<file path="config.mk">
export PLATFORM = sky130hd
export DESIGN_NAME = spike_decoder
export DESIGN_NICKNAME = d
export VERILOG_FILES = /design/src/rtl/snn_pkg.sv /design/src/rtl/spike_counter.sv /design/src/rtl/spike_decoder.sv
export SDC_FILE = /design/constraint.sdc
export NUM_CORES = 1
export LEC_CHECK = 0
export BUFFER_PORTS_ARGS = -buffer_cell sky130_fd_sc_hd__buf_2
export CAP_MARGIN = 10
export CORE_MARGIN = 2
export CORE_UTILIZATION = 51
export CTS_CLUSTER_DIAMETER = 120
export DETAILED_ROUTE_END_ITERATION = 16
export PLACE_DENSITY = 0.75
export REMOVE_ABC_BUFFERS = 1
export SLEW_MARGIN = 10
export SYNTH_ARGS = -nofsm -noshare
export SYNTH_HDL_FRONTEND = slang
export SYNTH_SLANG_ARGS = --single-unit
</file>
<file path="constraint.sdc">
create_clock -name clk -period 2.71 [get_ports clk]
set_input_delay 0.271 -clock clk [delete_from_list [all_inputs] [get_ports clk]]
set_output_delay 0.271 -clock clk [all_outputs]
set_load 0.05 [all_outputs]
</file>
<file path="src/rtl/snn_pkg.sv">
// Shared types and default widths for the spiking-network readout blocks.
package snn_pkg;

    typedef enum logic {
        IDLE  = 1'b0,
        COUNT = 1'b1
    } state_e;

    localparam int NUM_CH_DEF = 4;
    localparam int CNT_W_DEF  = 8;
    localparam int WIN_W_DEF  = 8;

endpackage

</file>
<file path="src/rtl/spike_counter.sv">
// One saturating spike counter; exposes its next value so a window's final
// count (including the last cycle's spike) can be captured on the same edge.
module spike_counter
    import snn_pkg::*;
#(
    parameter int CNT_W = CNT_W_DEF
) (
    input  logic             clk,
    input  logic             rst_n,
    input  logic             clr_i,
    input  logic             start_i,
    input  logic             spike_i,
    output logic [CNT_W-1:0] cnt_nxt_o
);

    logic [CNT_W-1:0] cnt_q, cnt_d;

    // A window start discards the old count and counts the start cycle's spike.
    always_comb begin
        cnt_d = cnt_q;
        if (clr_i)
            cnt_d = '0;
        else if (start_i)
            cnt_d = {{(CNT_W-1){1'b0}}, spike_i};
        else if (spike_i && (cnt_q != {CNT_W{1'b1}}))
            cnt_d = cnt_q + 1'b1;
    end

    always_ff @(posedge clk) begin
        if (!rst_n) cnt_q <= '0;
        else        cnt_q <= cnt_d;
    end

    assign cnt_nxt_o = cnt_d;

endmodule

</file>
<file path="src/rtl/spike_decoder.sv">
// Windowed spike-count decoder with held result and sticky overrun flag.
// Define SPIKE_DECODER_WTA_EN to add the winner-take-all index and tie flag.
module spike_decoder
    import snn_pkg::*;
#(
    parameter int NUM_CH = NUM_CH_DEF,
    parameter int CNT_W  = CNT_W_DEF,
    parameter int WIN_W  = WIN_W_DEF
) (
    input  logic                    clk,
    input  logic                    rst_n,
    input  logic                    enable,
    input  logic [NUM_CH-1:0]       spike_in,
    input  logic [WIN_W-1:0]        win_len,
    output logic                    out_valid,
    input  logic                    out_ready,
    output logic [NUM_CH*CNT_W-1:0] out_counts,
    output logic [2:0]              out_winner,
    output logic                    out_tie,
    output logic                    overrun
);

    state_e                         state_q, state_d;
    logic [WIN_W-1:0]               win_q, win_d, rem;
    logic                           start, last, clr;
    logic [NUM_CH-1:0][CNT_W-1:0]   cnt_nxt;
    logic [NUM_CH-1:0][CNT_W-1:0]   counts_q, counts_d;
    logic [2:0]                     win_idx, winner_q, winner_d;
    logic                           tie, tie_q, tie_d;
    logic                           valid_q, valid_d, ovr_q, ovr_d, load;

    // win_q holds the cycles left in the window including the current one;
    // zero while COUNT means the previous window just ended and a new one
    // starts now.
    always_comb begin
        state_d = state_q;
        win_d   = '0;
        start   = 1'b0;
        last    = 1'b0;
        clr     = !enable;
        rem     = win_q;
        case (state_q)
            IDLE:    if (enable) begin
                         state_d = COUNT;
                         start   = 1'b1;
                     end
            COUNT:   if (!enable) state_d = IDLE;
                     else if (win_q == '0) start = 1'b1;
            default: state_d = IDLE;
        endcase
        if (start) rem = (win_len == '0) ? WIN_W'(1) : win_len;
        if (enable) begin
            last  = (rem == WIN_W'(1));
            win_d = last ? '0 : rem - 1'b1;
        end
    end

    for (genvar g = 0; g < NUM_CH; g++) begin : g_ch
        spike_counter #(.CNT_W(CNT_W)) u_cnt (
            .clk       (clk),
            .rst_n     (rst_n),
            .clr_i     (clr),
            .start_i   (start),
            .spike_i   (spike_in[g]),
            .cnt_nxt_o (cnt_nxt[g])
        );
    end

`ifdef SPIKE_DECODER_WTA_EN
    logic [CNT_W-1:0] best;

    // Strict greater-than keeps the lowest index on ties.
    always_comb begin
        best    = cnt_nxt[0];
        win_idx = '0;
        tie     = 1'b0;
        for (int i = 1; i < NUM_CH; i++) begin
            if (cnt_nxt[i] > best) begin
                best    = cnt_nxt[i];
                win_idx = 3'(i);
                tie     = 1'b0;
            end else if (cnt_nxt[i] == best) begin
                tie = 1'b1;
            end
        end
    end
`else
    assign win_idx = '0;
    assign tie     = 1'b0;
`endif

    // A finished window is dropped only when an unconsumed result is held.
    always_comb begin
        load     = last && (!valid_q || out_ready);
        ovr_d    = ovr_q | (last && valid_q && !out_ready);
        valid_d  = load ? 1'b1 : (valid_q && !out_ready);
        counts_d = load ? cnt_nxt : counts_q;
        winner_d = load ? win_idx : winner_q;
        tie_d    = load ? tie     : tie_q;
    end

    always_ff @(posedge clk) begin
        if (!rst_n) begin
            state_q  <= IDLE;
            win_q    <= '0;
            valid_q  <= 1'b0;
            ovr_q    <= 1'b0;
            counts_q <= '0;
            winner_q <= '0;
            tie_q    <= 1'b0;
        end else begin
            state_q  <= state_d;
            win_q    <= win_d;
            valid_q  <= valid_d;
            ovr_q    <= ovr_d;
            counts_q <= counts_d;
            winner_q <= winner_d;
            tie_q    <= tie_d;
        end
    end

    assign out_valid  = valid_q;
    assign out_counts = counts_q;
    assign out_winner = winner_q;
    assign out_tie    = tie_q;
    assign overrun    = ovr_q;

endmodule
</file>
==> results.py, run 1 <==
metrics = {
    "outcome": {
        "status": "complete, no violations",
    },
    "critical_path": {
        "r2r_slack_ns": 0.05,
        "endpoint_kind": "register",
        "cp_slowest_cell": "or4_4",
        "start_kind": "register",
        "arrival_ns": 2.93,
        "r2r_cells": 9,
        "r2r-start": "win_q[7]$_SDFF_PP0_",
        "cp_max_fo": 6,
        "worst_ep_required_time_ns": 2.98,
        "critPathMaxStageDelay_ns": 0.57,
        "cp_cell_sequence": "or4_4 -> o21ai_4 -> nand2_4 -> mux2i_2 -> ha_2 -> nand4_4 -> buf_6 -> or4_1 -> o21ai_1",
        "crit_type": "register to register",
        "regToRegEndpoint": "out_counts[3]$_SDFFE_PN0P_",
    },
    "logic_synthesis": {
        "ys_types": 54,
        "synthTopCellsByArea": "dfxtp_1 (42%), mux2_4 (5.9%), nor2_1 (4.9%)",
        "synth_top_cell_area_share_pct": 41.8,
        "yosys_register_bits": 75,
        "ys_seq_area_share_pct": 41.8,
        "synth.most_common_cell": "dfxtp_1",
        "synth_warnings": 0,
        "ys_async_sr_fraction_pct": 0,
        "yosysTopAreaCell": "dfxtp_1",
        "netlist_instances": 391,
        "synthFlopType": "dfxtp_1",
        "ys_top_cells_by_count": "dfxtp_1 (75), nor2_1 (47), nand2_1 (30)",
        "syn_area_sq_mm": 0.00359,
        "synth.avg_cell_area_sq_um": 9.18,
        "synth_edf_count": 0,
    },
    "timing": {
        "slew_headroom_pct": 42.8,
        "finalCriticalPeriod_ns": 2.66,
        "rsz0062_at_grt": "yes",
        "worst_slew_pin_slew_ns": 0.837,
        "fmax_mhz": 376,
        "fin_skew_ns": 0.00493,
        "hold_viol_final": 0,
        "whs_ns": 0.252,
        "period_share_pct": 98.2,
        "setup_ws_ns": 0.0482,
        "slew_viol_final": 0,
        "setup_violations": 0,
        "final.setup.tns_ns": 0,
    },
    "floorplan": {
        "num_rows": 30,
        "die_x_um": 87.9,
        "design.core.area_sq_mm": 0.00679,
        "initial_core_util_pct": 52.8,
        "pin_count": 54,
        "fp.dieH_um": 87.9,
        "die_area_sq_mm": 0.00772,
    },
    "cts": {
        "clock_latency_ns": 0.35,
        "ctsRootBufferMaster": "clkbuf_8",
        "cts.clk_slew.worst_paths_ns": 0.07,
        "ctsHoldBuffers": 0,
        "numClockSinks": 75,
        "cts_tree": "built",
        "cts_buffer_depth": 2,
        "numCtsBuffers": 9,
        "htreeDepth": 3,
    },
    "power_and_ir_drop": {
        "peakVddDrop_mv": 0.368,
        "power.leakage_nw": 1.70,
        "power_mw": 2.43,
        "power_density_mw_per_mm2": 566,
    },
    "cells_and_area": {
        "insertedDiodeCount": 0,
        "final_layout_size_suffix_gt1_share_pct": 25.7,
        "utilization_pct": 63.1,
        "fin_nets": 476,
        "design_area_sq_mm": 0.00429,
        "fin_cells": 555,
        "fill_cells": 586,
        "areaGrowthSynthToFinish_pct": 19.5,
    },
    "global_routing": {
        "gr-total-overflow": 0,
        "grt_pass1_wl_um": 13200,
        "grt_pass1_vias": 2906,
        "grt_usage_pct": 21.8,
        "antenna_found_initial": 0,
        "grt_max_degree": 43,
    },
    "placed_design": {
        "place_congestion": 0.889,
        "dpl.cell_count": 536,
        "place_area_sq_mm": 0.00400,
        "port_buffers": 49,
        "dp_hpwl_um": 5480,
        "dp_slack_ns": -0.00409,
    },
    "min_path": {
        "hp-class": "input port to register",
        "holdPathStages": 3,
        "holdPathEnd": "out_valid$_SDFF_PN0_",
        "min_from": "out_ready",
    },
    "route": {
        "post-route-drc-count": 0,
        "wl_um": 8270,
        "vias": 3105,
        "drt-vias-per-instance": 5.59,
        "drt-initial-drc-count": 153,
        "drtPass1Iterations": 4,
        "antenna_left": 0,
        "wl_per_cell_um": 14.9,
    },
    "flow_run": {
        "drv_cap": 0,
    },
}
[area by class of cell]
| cell class | count | area (sq um) | share of cell area [%] |
|---|---|---|---|
| flip-flops and latches | 75 | 1500 | 35.0 |
| well taps | 96 | 120 | 2.80 |
| repair buffers | 68 | 418 | 9.74 |
| multi-input cells | 291 | 1990 | 46.4 |
| clock inverters | 4 | 72.6 | 1.69 |
| inverters | 9 | 33.8 | 0.788 |
| clock buffers | 12 | 155 | 3.62 |
[worst max-delay path by stage]
stage,startpoint,to,slack (ns),depth (start not counted)
6_report,win_q[7]$_SDFF_PP0_,out_counts[3]$_SDFFE_PN0P_,0.05,9
5_1_grt,win_q[7]$_SDFF_PP0_,out_counts[11]$_SDFFE_PN0P_,-0.04,9
4_1_cts,win_q[6]$_SDFF_PP0_,out_counts[3]$_SDFFE_PN0P_,0.02,9
3_5_place_dp,win_q[6]$_SDFF_PP0_,out_counts[3]$_SDFFE_PN0P_,-0.004,9
3_3_place_gp,win_q[6]$_SDFF_PP0_,out_counts[31]$_SDFFE_PN0P_,0.07,9
2_1_floorplan,win_q[6]$_SDFF_PP0_,out_counts[12]$_SDFFE_PN0P_,-0.45,8
[cells in the final DEF (no fill, tap or decap), drive strengths merged, types with 2 or more instances in the layout]
cell	Yosys	layout
conb	1	4
ha	6	6
bufinv	0	2
a211oi	4	4
o21a	5	5
dfxtp	75	75
clkbuf	7	12
nor3	13	13
mux2i	7	7
nor2	48	48
inv	9	9
xnor2	18	18
mux2	16	16
nor3b	2	2
nand4	12	12
nor4	3	3
nand2b	4	4
o211ai	3	3
a41o	2	2
a31oi	4	4
a21oi	9	9
nand2	30	30
nand3	13	13
buf	12	68
xor2	7	7
o21ai	28	28
and2	17	17
or3	3	3
or4	19	19
and3	6	6
[kinds of logic (layout without fill, tap and decap cells)]
logic type | Yosys count | count (layout) | synth area share (%)
other | 1 | 4 | 0.105
AOI/OAI and AO/OA | 62 | 62 | 12.0
xor gates and xnor gates | 25 | 25 | 6.10
and+or+nand+nor | 171 | 171 | 25.3
DFF | 75 | 75 | 41.8
muxes | 23 | 23 | 8.44
adders and majority gates | 6 | 6 | 2.09
buffers and inverters | 28 | 93 | 4.11
[worst max-delay path: cells and delay by family (launching register included)]
family / cells / cell delay, ns
AO/OA/AOI/OAI: 2 / 0.31
AND/OR/NAND/NOR: 4 / 1.28
adder cells (fa/ha/maj): 1 / 0.24
buffers and inverters: 1 / 0.19
multiplexers: 1 / 0.24
flip-flops: 1 / 0.32
[layer usage]
metal	up-vias	share of wire (%)	global-route usage (%)
met2	101	49	37.3
li1	1501	-	-
met1	1484	44	26.7
met5	-	0	0
met4	0	2.2	10.1
met3	19	5.2	3.96
[report_power, final]
group	leakage, nW	total [mW]	switching (mW)	internal [mW]
logic	0.982	0.317	0.195	0.123
registers	0.606	1.13	0.0159	1.12
clock network	0.113	0.976	0.409	0.568
total	1.70	2.43	0.619	1.81
[registers in the layout, summed over array words and instances, names as in the netlist]
name and count:
g_ch.u_cnt.cnt_q 32, out_counts 32, win_q 8, out_valid 1
overrun 1, state_q 1
[what timing repair did]
item | 4_1_cts | 5_1_grt
pin swaps | 0 | 2
gates resized for setup | 3 | 15
setup buffers | 1 | 1
endpoints found under the setup margin | 11 | 18
cloned | 0 | 1
No activity file was read; power rests on OpenSTA's default activity.
==> inputs of run 2 (changes only) <==
--- a/config.mk
+++ b/config.mk
@@ -8,7 +8,7 @@
 export BUFFER_PORTS_ARGS = -buffer_cell sky130_fd_sc_hd__buf_2
 export CAP_MARGIN = 10
 export CORE_MARGIN = 2
-export CORE_UTILIZATION = 51
+export CORE_UTILIZATION = 53
 export CTS_CLUSTER_DIAMETER = 120
 export DETAILED_ROUTE_END_ITERATION = 16
 export PLACE_DENSITY = 0.75
@@ -16,4 +16,5 @@
 export SLEW_MARGIN = 10
 export SYNTH_ARGS = -nofsm -noshare
 export SYNTH_HDL_FRONTEND = slang
+export SYNTH_HIERARCHICAL = 1
 export SYNTH_SLANG_ARGS = --single-unit
==> run 2 against run 1 <==
Against the previous run: total power decreased by 1.2%; synthesized area increased by 19%; clock-buffer cell count unchanged; largest cell class unchanged; setup slack improved by 0.18 ns; core utilization decreased by 0.87 points; largest power group unchanged; worst hold slack improved by 0.0095 ns; critical path depth increased by 1.
==> results.py, run 2 <==
metrics = {
    "outcome": {
        "status": "complete, no violations",
    },
    "timing": {
        "slew_headroom_pct": 64.4,
        "finalCriticalPeriod_ns": 2.48,
        "fin_skew_ns": 0.00632,
        "hold_viol_final": 0,
        "slew_viol_final": 0,
        "fmax_mhz": 403,
        "rsz0062_at_grt": "no",
        "setup_violations": 0,
        "worst_slew_pin_slew_ns": 0.531,
        "period_share_pct": 91.6,
    },
    "power_and_ir_drop": {
        "internal_power_mw": 1.78,
        "p_clk_share_pct": 39.5,
        "power_frac_seq_pct": 47.2,
        "combPwrFrac_pct": 13.3,
        "power_mw": 2.40,
        "power.switching_mw": 0.613,
        "power.leakage_nw": 2.05,
        "power_density_mw_per_mm2": 496,
        "swShare_pct": 25.6,
        "peakVddDrop_mv": 0.243,
    },
    "global_routing": {
        "gr-total-overflow": 0,
        "grt_max_degree": 41,
        "grt_pass1_vias": 3512,
        "antenna_found_initial": 0,
        "grt_usage_pct": 22.1,
        "grt_pass1_wl_um": 15600,
    },
    "floorplan": {
        "die_x_um": 93.6,
        "num_rows": 32,
        "initial_core_util_pct": 54.8,
        "design.core.area_sq_mm": 0.00777,
        "pin_count": 54,
        "fp.dieH_um": 93.6,
        "die_area_sq_mm": 0.00876,
    },
    "logic_synthesis": {
        "synthSimpleGateAreaFrac_pct": 33.2,
        "synth_top_family_by_area": "simple AND/OR/NAND/NOR gates",
        "syn_area_sq_mm": 0.00425,
        "synth_top_cell_area_share_pct": 35.3,
        "yosysTopAreaCell": "dfxtp_1",
        "ys_async_sr_fraction_pct": 0,
        "synthTopCellsByArea": "dfxtp_1 (35%), mux2i_1 (13%), nand2_1 (12%)",
        "synth.avg_cell_area_sq_um": 8.27,
        "synthFlopType": "dfxtp_1",
        "yosys_register_bits": 75,
        "ys_seq_area_share_pct": 35.3,
        "synth_warnings": 6,
        "synth.most_common_cell": "nand2_1",
        "synth_xor_xnor_area_share_pct": 0.824,
        "synth_edf_count": 0,
        "ys_top_cells_by_count": "nand2_1 (131), dfxtp_1 (75), mux2i_1 (56)",
        "netlist_instances": 514,
        "ys_types": 53,
        "synthMuxAreaShare_pct": 13.4,
        "synth_compound_area_share_pct": 10.3,
        "synth_fa_ha_area_share_pct": 1.77,
    },
    "placed_design": {
        "port_buffers": 49,
        "dp_hpwl_um": 6790,
        "place_congestion": 0.891,
    },
    "route": {
        "drt-initial-drc-count": 196,
        "antenna_left": 0,
        "wl_per_cell_um": 14.1,
        "vias": 3904,
        "post-route-drc-count": 0,
        "wl_um": 9480,
        "drtPass1Iterations": 4,
        "drt-vias-per-instance": 5.81,
    },
    "critical_path": {
        "r2r_slack_ns": 0.23,
        "crit_type": "register to register",
        "cp_cell_sequence": "nor4_2 -> a21bo_2 -> and2_1 -> o21ai_0 -> o21ai_1 -> ha_1 -> and3_2 -> nand4_4 -> buf_12 -> mux2i_1",
        "r2r-start": "win_q[2]$_SDFF_PP0_",
        "start_kind": "register",
        "critPathMaxStageDelay_ns": 0.33,
        "arrival_ns": 2.71,
        "cp_slowest_cell": "dfxtp_1",
        "r2r_cells": 10,
        "endpoint_kind": "register",
        "worst_ep_required_time_ns": 2.94,
        "cp_max_fo": 28,
        "regToRegEndpoint": "out_counts[9]$_SDFFE_PN0P_",
    },
    "cts": {
        "clock_latency_ns": 0.35,
        "ctsHoldBuffers": 0,
        "htreeDepth": 3,
        "cts_buffer_depth": 2,
        "numCtsBuffers": 9,
        "cts.clk_slew.worst_paths_ns": 0.07,
        "cts_tree": "built",
        "ctsRootBufferMaster": "clkbuf_8",
        "numClockSinks": 75,
    },
    "min_path": {
        "hp-class": "input port to register",
        "holdPathStages": 3,
        "holdPathEnd": "g_ch[0].u_cnt/cnt_q[0]$_SDFF_PN0_",
        "min_from": "spike_in[0]",
    },
    "cells_and_area": {
        "final_common_cell": "nand2_1",
        "fill_cells": 698,
        "final_cell_mix": "nand2_1 (131), dfxtp_1 (75), mux2i_1 (56)",
        "ff_latch_area_sq_mm": 0.00150,
        "utilization_pct": 62.3,
        "areaGrowthSynthToFinish_pct": 13.7,
        "insertedDiodeCount": 0,
        "fin_nets": 587,
        "multi_input_area_sq_mm": 0.00256,
        "final_layout_size_suffix_gt1_share_pct": 19.1,
    },
    "flow_run": {
        "drv_cap": 0,
    },
}
-- run 2: cell families (layout without fill, tap and decap cells) --
kind of cell,count (synthesis),in the layout
xor gates and xnor gates,4,4
and+or+nand+nor,275,275
adders and majority gates,6,6
buffers and inverters,38,91
AOI/OAI and AO/OA,58,58
muxes,57,57
other,1,4
DFF,75,75
-- run 2: what timing repair did --
action	4_1_cts	5_1_grt
buffers inserted	0	2
gates resized for setup	0	3
endpoints found under the setup margin	0	28
-- run 2: cell type report --
type	count	area share, %
timing repair buffer	61	7.71
clock buffer	12	3.00
clock inverter	4	1.53
sequential	75	31.0
tap	102	2.64
multi-input combinational	404	53.0
inverter	14	1.09
-- run 2: per-layer routing --
| layer | track usage (%) | wire, um |
|---|---|---|
| met1 | 28.0 | 4360 |
| met2 | 36.2 | 4530 |
| met3 | 5.08 | 462 |
| met4 | 8.94 | 124 |
| met5 | 0 | 0 |
-- run 2: critical path: cells and delay by family (launching register included) --
family                     cells  cell delay [ns]
muxes                          1             0.14
DFF                            1             0.33
adders and majority gates      1             0.21
buffers and inverters          1             0.25
AOI/OAI and AO/OA              3             0.48
and+or+nand+nor                4             0.93
-- run 2: worst max-delay path by stage --
stage	start	endpoint	slack [ns]	cells past startpoint
final	win_q[2]$_SDFF_PP0_	out_counts[9]$_SDFFE_PN0P_	0.23	10
after global routing	win_q[3]$_SDFF_PP0_	out_counts[9]$_SDFFE_PN0P_	0.01	10
after CTS	win_q[2]$_SDFF_PP0_	out_counts[9]$_SDFFE_PN0P_	0.13	10
after detailed placement	win_q[2]$_SDFF_PP0_	out_counts[9]$_SDFFE_PN0P_	0.14	10
after global placement	win_q[2]$_SDFF_PP0_	out_counts[12]$_SDFFE_PN0P_	0.26	10
after floorplan	win_q[2]$_SDFF_PP0_	out_counts[0]$_SDFFE_PN0P_	-0.58	9
-- run 2: power groups by stage --
stage	clock [mW]	sequential [mW]	combinational, mW
2_1_floorplan	0	1.15	0.195
3_3_place_gp	0	1.15	0.301
3_5_place_dp	0	1.15	0.309
4_1_cts	0.970	1.13	0.310
5_1_grt	1.03	1.13	0.350
6_report	0.948	1.13	0.319
-- run 2: metrics by stage --
step           TNS, ns  worst slack, ns  hold WS (ns)  cells  area, sq um
2_1_floorplan   -19.09           -0.583         0.384    493         4100
3_3_place_gp         0            0.259         0.435    654         4590
3_5_place_dp         0            0.143         0.446    654         4590
4_1_cts              0            0.131         0.242    670         4810
5_1_grt              0           0.0138         0.259    672         4840
6_report             0            0.228         0.262    672         4840
